### src/rtl/lsu_pkg.sv
// lsu_pkg: shared definitions for the load/store unit.
//   - SZ_* request size encodings
//   - state_t FSM state encoding
//   - is_misaligned(): alignment check for a size / low address pair
package lsu_pkg;

  localparam logic [1:0] SZ_BYTE = 2'b00;
  localparam logic [1:0] SZ_HALF = 2'b01;
  localparam logic [1:0] SZ_WORD = 2'b10;
  localparam logic [1:0] SZ_ILL  = 2'b11;

  typedef enum logic [2:0] {
    ST_IDLE,
    ST_LOAD,
    ST_WRITE,
    ST_RMW_RD,
    ST_RMW_WR,
    ST_RESP
  } state_t;

  // Bytes are always aligned; halves need addr[0]=0; words need addr[1:0]=0.
  function automatic logic is_misaligned(input logic [1:0] size, input logic [1:0] lo);
    logic mis;
    case (size)
      SZ_HALF: mis = lo[0];
      SZ_WORD: mis = (lo != 2'b00);
      default: mis = 1'b0;
    endcase
    return mis;
  endfunction

endpackage

### src/rtl/load_store_unit_if.sv
// load_store_unit_if: pipeline request/response and data-memory bus.
//   req_*  : request from the pipeline (valid/ready handshake)
//   resp_* : one-cycle completion pulse with load data / error
//   mem_*  : word-addressed memory port (mem_rdata is combinational)
// Modports: slave = the load/store unit, master = pipeline + memory side.
interface load_store_unit_if #(
  parameter int ADDR_W = 32,
  parameter int DATA_W = 32
);
  logic              req_valid;
  logic              req_ready;
  logic              req_write;
  logic [1:0]        req_size;
  logic              req_unsigned;
  logic [ADDR_W-1:0] req_addr;
  logic [DATA_W-1:0] req_wdata;
  logic              resp_valid;
  logic [DATA_W-1:0] resp_rdata;
  logic              resp_err;
  logic [ADDR_W-1:0] mem_addr;
  logic              mem_read;
  logic              mem_write;
  logic [DATA_W-1:0] mem_wdata;
  logic [DATA_W-1:0] mem_rdata;

  modport slave (
    input  req_valid, req_write, req_size, req_unsigned, req_addr, req_wdata, mem_rdata,
    output req_ready, resp_valid, resp_rdata, resp_err,
    output mem_addr, mem_read, mem_write, mem_wdata
  );

  modport master (
    output req_valid, req_write, req_size, req_unsigned, req_addr, req_wdata, mem_rdata,
    input  req_ready, resp_valid, resp_rdata, resp_err,
    input  mem_addr, mem_read, mem_write, mem_wdata
  );
endinterface

### src/rtl/lsu_lane_align.sv
// lsu_lane_align: combinational byte-lane handling (little-endian).
//   size, is_unsigned, lane : captured request attributes (lane = addr[1:0])
//   word                    : word read from memory
//   wdata                   : right-aligned store data
//   load_data               : selected lane, sign/zero extended
//   merge_data              : word with target lane(s) replaced by wdata
module lsu_lane_align
  import lsu_pkg::*;
#(
  parameter int DATA_W = 32
) (
  input  logic [1:0]        size,
  input  logic              is_unsigned,
  input  logic [1:0]        lane,
  input  logic [DATA_W-1:0] word,
  input  logic [DATA_W-1:0] wdata,
  output logic [DATA_W-1:0] load_data,
  output logic [DATA_W-1:0] merge_data
);

  logic        [7:0]  b;
  logic        [15:0] h;
  logic signed [7:0]  b_s;
  logic signed [15:0] h_s;

  always_comb begin
    b   = word[{lane, 3'b000} +: 8];
    h   = word[{lane[1], 4'b0000} +: 16];
    b_s = signed'(b);
    h_s = signed'(h);

    case (size)
      SZ_BYTE: load_data = is_unsigned ? DATA_W'(b) : DATA_W'(b_s);
      SZ_HALF: load_data = is_unsigned ? DATA_W'(h) : DATA_W'(h_s);
      default: load_data = word;
    endcase

    merge_data = word;
    case (size)
      SZ_BYTE: merge_data[{lane, 3'b000} +: 8] = wdata[7:0];
      SZ_HALF: merge_data[{lane[1], 4'b0000} +: 16] = wdata[15:0];
      default: merge_data = wdata;
    endcase
  end

endmodule

### src/rtl/load_store_unit.sv
// load_store_unit: memory-access stage in front of a word-addressed memory.
//   clk : clock, rising edge
//   rst : asynchronous active-low reset
//   bus : load_store_unit_if.slave (request, response and memory port)
// Word stores write directly; byte/half stores read-modify-write; loads are
// lane-extracted and extended. Misaligned or illegal-size requests respond
// with resp_err and never touch memory.
module load_store_unit
  import lsu_pkg::*;
#(
  parameter int ADDR_W = 32,
  parameter int DATA_W = 32
) (
  input  logic                   clk,
  input  logic                   rst,
  load_store_unit_if.slave       bus
);

  state_t            state;
  logic [1:0]        a_size;
  logic              a_unsigned;
  logic [1:0]        a_lane;
  logic [DATA_W-1:0] a_wdata;
  logic [DATA_W-1:0] load_data;
  logic [DATA_W-1:0] merge_data;
  logic              req_bad;

  assign bus.req_ready = (state == ST_IDLE);
  assign req_bad       = (bus.req_size == SZ_ILL) || is_misaligned(bus.req_size, bus.req_addr[1:0]);

  lsu_lane_align #(.DATA_W(DATA_W)) u_align (
    .size        (a_size),
    .is_unsigned (a_unsigned),
    .lane        (a_lane),
    .word        (bus.mem_rdata),
    .wdata       (a_wdata),
    .load_data   (load_data),
    .merge_data  (merge_data)
  );

  // All outputs are registered on the transition into the state that uses
  // them, so each state sees its mem_* controls from its first cycle.
  always_ff @(posedge clk or negedge rst) begin
    if (!rst) begin
      state          <= ST_IDLE;
      a_size         <= SZ_BYTE;
      a_unsigned     <= 1'b0;
      a_lane         <= 2'b00;
      a_wdata        <= '0;
      bus.resp_valid <= 1'b0;
      bus.resp_err   <= 1'b0;
      bus.resp_rdata <= '0;
      bus.mem_addr   <= '0;
      bus.mem_read   <= 1'b0;
      bus.mem_write  <= 1'b0;
      bus.mem_wdata  <= '0;
    end else begin
      bus.resp_valid <= 1'b0;
      bus.resp_err   <= 1'b0;
      case (state)
        ST_IDLE: begin
          if (bus.req_valid) begin
            a_size     <= bus.req_size;
            a_unsigned <= bus.req_unsigned;
            a_lane     <= bus.req_addr[1:0];
            a_wdata    <= bus.req_wdata;
            if (req_bad) begin
              state          <= ST_RESP;
              bus.resp_valid <= 1'b1;
              bus.resp_err   <= 1'b1;
              bus.resp_rdata <= '0;
            end else begin
              bus.mem_addr <= {bus.req_addr[ADDR_W-1:2], 2'b00};
              if (!bus.req_write) begin
                state        <= ST_LOAD;
                bus.mem_read <= 1'b1;
              end else if (bus.req_size == SZ_WORD) begin
                state         <= ST_WRITE;
                bus.mem_write <= 1'b1;
                bus.mem_wdata <= bus.req_wdata;
              end else begin
                state        <= ST_RMW_RD;
                bus.mem_read <= 1'b1;
              end
            end
          end
        end
        ST_LOAD: begin
          state          <= ST_RESP;
          bus.mem_read   <= 1'b0;
          bus.mem_addr   <= '0;
          bus.resp_valid <= 1'b1;
          bus.resp_rdata <= load_data;
        end
        ST_RMW_RD: begin
          // Merge the read word with the store lane(s) straight into the
          // write-data register used by the following write cycle.
          state         <= ST_RMW_WR;
          bus.mem_read  <= 1'b0;
          bus.mem_write <= 1'b1;
          bus.mem_wdata <= merge_data;
        end
        ST_WRITE, ST_RMW_WR: begin
          state          <= ST_RESP;
          bus.mem_write  <= 1'b0;
          bus.mem_wdata  <= '0;
          bus.mem_addr   <= '0;
          bus.resp_valid <= 1'b1;
          bus.resp_rdata <= '0;
        end
        ST_RESP: state <= ST_IDLE;
        default: state <= ST_IDLE;
      endcase
    end
  end

endmodule
### src/flat_wrapper.sv
// flat-port wrapper written by rule: the top's interface ports become plain ports
module load_store_unit_flat import lsu_pkg::*;
#(
  parameter int ADDR_W = 32,
  parameter int DATA_W = 32
)
  (clk, rst, bus_req_valid, bus_req_write, bus_req_size, bus_req_unsigned, bus_req_addr, bus_req_wdata, bus_mem_rdata, bus_req_ready, bus_resp_valid, bus_resp_rdata, bus_resp_err, bus_mem_addr, bus_mem_read, bus_mem_write, bus_mem_wdata);
  load_store_unit_if #(.ADDR_W(ADDR_W), .DATA_W(DATA_W)) bus_i ();
  input  logic clk;
  input  logic rst;
  input wire logic [$bits(bus_i.req_valid)-1:0] bus_req_valid;
  input wire logic [$bits(bus_i.req_write)-1:0] bus_req_write;
  input wire logic [$bits(bus_i.req_size)-1:0] bus_req_size;
  input wire logic [$bits(bus_i.req_unsigned)-1:0] bus_req_unsigned;
  input wire logic [$bits(bus_i.req_addr)-1:0] bus_req_addr;
  input wire logic [$bits(bus_i.req_wdata)-1:0] bus_req_wdata;
  input wire logic [$bits(bus_i.mem_rdata)-1:0] bus_mem_rdata;
  output wire logic [$bits(bus_i.req_ready)-1:0] bus_req_ready;
  output wire logic [$bits(bus_i.resp_valid)-1:0] bus_resp_valid;
  output wire logic [$bits(bus_i.resp_rdata)-1:0] bus_resp_rdata;
  output wire logic [$bits(bus_i.resp_err)-1:0] bus_resp_err;
  output wire logic [$bits(bus_i.mem_addr)-1:0] bus_mem_addr;
  output wire logic [$bits(bus_i.mem_read)-1:0] bus_mem_read;
  output wire logic [$bits(bus_i.mem_write)-1:0] bus_mem_write;
  output wire logic [$bits(bus_i.mem_wdata)-1:0] bus_mem_wdata;
  assign bus_i.req_valid = bus_req_valid;
  assign bus_i.req_write = bus_req_write;
  assign bus_i.req_size = bus_req_size;
  assign bus_i.req_unsigned = bus_req_unsigned;
  assign bus_i.req_addr = bus_req_addr;
  assign bus_i.req_wdata = bus_req_wdata;
  assign bus_i.mem_rdata = bus_mem_rdata;
  assign bus_req_ready = bus_i.req_ready;
  assign bus_resp_valid = bus_i.resp_valid;
  assign bus_resp_rdata = bus_i.resp_rdata;
  assign bus_resp_err = bus_i.resp_err;
  assign bus_mem_addr = bus_i.mem_addr;
  assign bus_mem_read = bus_i.mem_read;
  assign bus_mem_write = bus_i.mem_write;
  assign bus_mem_wdata = bus_i.mem_wdata;
  load_store_unit #(.ADDR_W(ADDR_W), .DATA_W(DATA_W)) u_core (.clk(clk), .rst(rst), .bus(bus_i));
endmodule
### config.mk
export PLATFORM = sky130hd
export DESIGN_NAME = load_store_unit_flat
export DESIGN_NICKNAME = d
export VERILOG_FILES = /design/src/rtl/lsu_pkg.sv /design/src/rtl/load_store_unit_if.sv /design/src/rtl/lsu_lane_align.sv /design/src/rtl/load_store_unit.sv /design/src/flat_wrapper.sv
export SDC_FILE = /design/constraint.sdc
export NUM_CORES = 1
export LEC_CHECK = 0
export ABC_AREA = 1
export CORE_MARGIN = 1
export CORE_UTILIZATION = 45
export DETAILED_ROUTE_END_ITERATION = 8
export GPL_ROUTABILITY_DRIVEN = 0
export GPL_TIMING_DRIVEN = 0
export PLACE_DENSITY = 0.85
export SLEW_MARGIN = 15
export SYNTH_ARGS = -nofsm -noshare
export SYNTH_HDL_FRONTEND = slang
export SYNTH_SLANG_ARGS = --single-unit
### constraint.sdc
create_clock -name clk -period 2.44 [get_ports clk]
set_input_delay 0.61 -clock clk [delete_from_list [all_inputs] [get_ports clk]]
set_output_delay 0.61 -clock clk [all_outputs]
set_load 0.005 [all_outputs]
After elaboration in Yosys (flattened, before gate mapping)
Cells that the tools add are included.
Widths: inputs -> output; s select.
{ "classes": {"addsub": 2, "multipliers": 0, "n_div": 0, "order_cmp": 0, "n_eq_ne": 14, "n_shift": 6, "mux": 37, "n_bitwise": 0, "reduce_logical": 16} }
{ "ops": {"columns": ["operator", "n"], "rows": [
  ["$mux 32", 10],
  ["$pmux 32 s2", 3],
  ["$pmux 32 s3", 2],
  ["$bwmux 32", 2],
  ["$shift 16x7->32 const A", 1],
  ["$shift 8x7->32 const A", 1],
  ["$shiftx 16x7->32", 1],
  ["$shiftx 32x6->16", 1],
  ["$shiftx 32x6->8", 1],
  ["$shiftx 8x7->32", 1],
  ["$neg 5->7", 2],
  ["$mux 1", 12],
  ["$mux 3", 3],
  ["$pmux 3 s3", 1],
  ["$eq 3x2->1 const B", 2],
  ["$ne 2x2->1 const B", 3],
  ["$pmux 1 s2", 3],
  ["$reduce_and 3->1", 2],
  ["$reduce_bool 2->1", 3],
  ["$reduce_bool 3->1", 2],
  ["$reduce_and 5->1", 1],
  ["$eq 2x1->1 const B", 2],
  ["$eq 2x2->1 const B", 2],
  ["$ne 2x1->1 const B", 2],
  ["other kinds (11)", 12]
]} }
{ "totals": {"regBits": 140, "latchBits": 0, "ram_bits": 0, "romBits": 0, "in_bits": 103, "output_inout_bits": 101, "wordCells": 87, "memories": 0} }

Longest topological paths before layout
{ "logic_depth": {"word_depth": 6, "mapped_depth": 16} }

By module
Synthesis repeated with hierarchy kept, for this count alone.
{ "unflattened": {"cells_unflattened": 1138, "hier_area_um2": 7757.4} }
{ "modules_own_cells": {"columns": ["module", "n_inst", "cells_each", "area_per_inst_um2", "seq_area_each_um2"], "rows": [
  ["load_store_unit", 1, 732, 5963.2, 3453.3],
  ["lsu_lane_align", 1, 406, 1794.2, 0.0]
]} }

Least setup slack after synthesis
Ideal clock, no wire load.
{ "synth_timing": {"kind": "register -> register", "start": "register u_core.a_lane[1]", "end": "register u_core.bus.mem_wdata[18]", "t_arrival_ps": 2195, "required_ps": 2375, "path_slack_ps": 180, "stages_incl_launch_ff": 17, "path_buffers": 4, "path_cell_list": "dfrtp_1 -> buf_2 -> inv_2 -> buf_2 -> buf_2 -> ha_1 -> buf_2 -> clkinv_1 -> nor2_2 -> nand2_1 -> nand2_1 -> nand2_1 -> nand3_1 -> nand2_1 -> nand2_1 -> nand2_1 -> nand2_1"} }
{ "synth_between": {"elab_chain_cells": 5} }
{ "synth_rtl": {"columns": ["item", "line_no", "source"], "rows": [
  ["start, declared", "load_store_unit.sv:22", "logic [1:0] a_lane;"],
  ["start signal, assigned", "load_store_unit.sv:65", "a_lane <= bus.req_addr[1:0];"],
  ["$neg 5->7 (on tied branches)", "lsu_lane_align.sv:41, lsu_lane_align.sv:40", null],
  ["$shiftx 16x7->32 (tied with other cells)", "lsu_lane_align.sv:41", "SZ_HALF: merge_data[{lane[1], 4'b0000} +: 16] = wdata[15:0];"],
  ["$bwmux 32 (on tied branches)", "lsu_lane_align.sv:41, lsu_lane_align.sv:40", null],
  ["$pmux 32 s2 *", "lsu_lane_align.sv:39", "case (size)"],
  ["$pmux 32 s3 *", "load_store_unit.sv:60", "case (state)"],
  ["end signal, assigned", "load_store_unit.sv:80", "bus.mem_wdata <= bus.req_wdata;"],
  ["end signal, assigned", "load_store_unit.sv:101", "bus.mem_wdata <= merge_data;"],
  ["end, declared", "load_store_unit_if.sv:29", "output mem_addr, mem_read, mem_write, mem_wdata"]
]} }
Every way passes the cells marked *; elsewhere a longest branch is shown, timed or not.
A chain may end at the register's enable or synchronous reset.

Worst setup path in the final report
{ "layout_timing": {"start": "input bus_req_size[0]", "end": "register u_core.bus.mem_addr[26]"} }
{ "layout_between": {"elab_chain_cells": 5} }
{ "layout_rtl": {"columns": ["item", "line_no", "source"], "rows": [
  ["start, declared", "flat_wrapper.sv:13", "input wire logic [$bits(bus_i.req_size)-1:0] bus_req_size;"],
  ["$eq 2x2->1 or $eq 2x1->1 (tied branches)", "lsu_pkg.sv:24", "case (size)"],
  ["$pmux 1 s2", "lsu_pkg.sv:24", null],
  ["$logic_or 1x1->1 *", "load_store_unit.sv:29", "assign req_bad = (bus.req_size == SZ_ILL) || is_misaligned(bus.req_size, bus.req_addr[1:0]);"],
  ["$ne 2x2->1 (no line) *", null, null],
  ["$reduce_and 3->1 (no line) *", null, null],
  ["end signal, assigned", "load_store_unit.sv:73", "bus.mem_addr <= {bus.req_addr[ADDR_W-1:2], 2'b00};"],
  ["end, declared", "load_store_unit_if.sv:29", null]
]} }
Marked as above.

==> metrics.txt <==
outcome=finished clean; FF-to-FF path depth=12; M1 GR Usage=0.401; drt pass-1 iters=6; sequential cell area fraction in the yosys report=0.432; ys async rst share=1.00; met2 Usage GRT=0.467; Antenna Nets Post-Route=0; Final period util=0.981; met3 Usage GRT=0.0599; Yosys cell types=28; crit path max fanout=10; Max-Cap Viols=0; register clock-pin slew on the reported worst setup and hold paths=60 ps; Clock Sink Count=138; Area contributors post-synth=dfrtp_1, nand2_1, a21oi_1, nand4_1, inv_1; IO Pins=204; Finished Cell Area=0.0110 mm2; Area growth syn-to-layout=37.8%; Mapped Area=0.00799 mm2; worst reg2reg endpoint=u_core.bus.mem_wdata[5]; total gr overflow=0; Initial Util=0.462; pwr/cell area=1360 mW/mm2; utilization after layout=0.637; Vias=approximately 9000; drt wl/cell=16.7 um; share of the synthesized area in the top cell type=0.432; CTS tree=yes; vias in the first global route=slightly above 8000; GRT Util Overall=0.302; Mapped Cells=1166; CP required=roughly 2800 ps; Layout Cells excl Fill=between 1500 and 2000; Area after DPL=0.0103 mm2; first-pass GRT wire length=~43000 um; layout cells sized above 1=0.0685; Syn Area/Cell=around 7 um2; FF-to-FF Start=u_core.a_lane[1]; drt initial violations=1203; Startpoint Class=input pin; top_reg_cell synth=dfrtp_1; GRT busiest layer=met2; worst min path class=in -> async; root buffer cell=clkbuf_16; PortBufs=201; Synth top cells by count=nand2_1, dfrtp_1, a21oi_1; DP HPWL=20500 um; drt total wl=27200 um; number of flops mapped to enable cells by yosys=0; Leak=5.55 nW; Fin Hold WS=61.3 ps; core area=0.0173 mm2; later-pin clock latency in the skew report=between 400 and 500 ps; Final Hold Vio Count=0; # setup viols final=0; pin count of the biggest net entering global routing=94; DIE AREA=between 0.015 and 0.02 mm2; DRC=0; Yosys top cell by area=dfrtp_1; Clock Tree Buf Depth=2; n_diodes=0; dpl cells=around 1600; Max Freq=418 MHz; minimum clock period=2390 ps; Worst Setup Path Type=in -> reg; cts bufs inserted=17; most numerous cell in the Yosys netlist=nand2_1; chip width=135 um; kind of end point of the critical path=flop; fin. max-slew vios=0; Ys Warns=0; unrepaired setup endpoints after global routing=true; arrival time worst endpoint=2760 ps; Setup TNS=0 ps; Slew headroom=0.554; Post-CTS Hold Buffers=0; R2R Setup Slk=200 ps; Nets=~1500; Die H=about 140 um; Layout Skew=7.63 ps; routed vias/inst=between 5 and 6; Core Rows=48; Synth Register Bits=138; Max IR drop VDD=around 0.00064 V; antenna violations before repair=0; H-tree Lvls=4; worst-margin pin slew=670 ps
cells by family after synthesis:
family,after synthesis,share of synthesized area
buf+inv,138,0.0722
fa+ha+maj,8,0.0125
flops,138,0.432
compound gates,171,0.126
simple gates,710,0.357
other cells,1,0.000469
layer usage:
metal	up-vias	routed length (um)
met1	3976	11100
met2	507	12300
met3	108	2540
met4	0	1300
met5	-	0
li1	4167	-
repair_timing:
action | CTS | global route
setup buffers | 0 | 3
pin swaps | 1 | 2
gates resized for setup | 7 | 11
setup endpoints to repair | 32 | 46
worst max-delay path, cell delays in order:
cell             delay, ps
clkdlybuf4s50_1        580
inv_1                   70
ha_1                   240
inv_1                   90
nand2_1                 50
nand3b_1                70
nand2_1                110
nor2_1                 280
clkbuf_1               380
nand4_1                140
nand2_1                110
worst max path at each step:
| stage | from | end | slack, ps | depth (start not counted) |
|---|---|---|---|---|
| after detailed placement | bus_req_size[0] | u_core.bus.mem_wdata[22] | -390 | 12 |
| final | bus_req_size[0] | u_core.bus.mem_addr[26] | 50 | 11 |
| after CTS | bus_req_size[0] | u_core.bus.mem_wdata[22] | 20 | 12 |
| after floorplan | u_core.a_lane[1] | u_core.bus.mem_wdata[18] | 180 | 16 |
| after global routing | bus_req_size[0] | u_core.bus.mem_addr[28] | -30 | 11 |
| after global placement | rst | u_core.bus.mem_addr[10] | -4660 | 1 |
cell usage in the layout, fill, tap and decap left out, types with 4 or more instances in the layout:
cell / Yosys / final
nor2_1: 22 / 21
dfrtp_1: 138 / 138
o21ai_0: 39 / 39
a21boi_1: 9 / 9
a21boi_0: 7 / 7
buf_4: 6 / 12
buf_2: 29 / 25
nand3b_1: 4 / 4
clkbuf_16: 0 / 17
a21oi_1: 71 / 71
nand3_1: 35 / 35
nand4_1: 35 / 35
clkdlybuf4s50_1: 0 / 200
ha_1: 8 / 7
inv_2: 8 / 7
bufinv_16: 0 / 5
nor2_4: 0 / 4
o211ai_1: 26 / 26
buf_1: 7 / 6
inv_1: 55 / 55
nor2_2: 8 / 5
nand2_2: 3 / 4
o21bai_1: 16 / 16
clkbuf_1: 31 / 30
clkinv_2: 0 / 4
nand2_1: 598 / 597
cell type report:
type	instances	area, um2
sequential	138	3450
clock buffer	20	447
tap	225	282
clock inverter	12	195
buffer	70	330
fill	1492	6280
inverter	65	249
timing repair buffer	205	2070
multi-input combinational	891	3990
state kept, by name, indices dropped and copies added (netlist names):
name                   count
u_core.bus.mem_read        1
u_core.bus.mem_addr       30
u_core.bus.mem_write       1
u_core.bus.mem_wdata      32
u_core.a_lane              2
u_core.a_wdata            32
u_core.bus.resp_rdata     32
u_core.bus.resp_valid      1
u_core.a_size              2
u_core.state               3
u_core.bus.resp_err        1
u_core.a_unsigned          1
stage by stage:
step / setup WS [ps] / power [W]
2_1_floorplan: 180 / 0.00855
3_3_place_gp: -4660 / 0.0115
3_5_place_dp: -386 / 0.0117
4_1_cts: 19.7 / 0.0147
5_1_grt: -29.8 / 0.0160
6_report: 47.4 / 0.0150
power by group:
part           switching [W]  leakage (nW)  internal (W)
Sequential          0.000657          1.77       0.00331
Combinational        0.00491          3.46       0.00324
Clock                0.00103         0.314       0.00184
Total                0.00659          5.55       0.00838
Power figures use the tool's default switching activity.
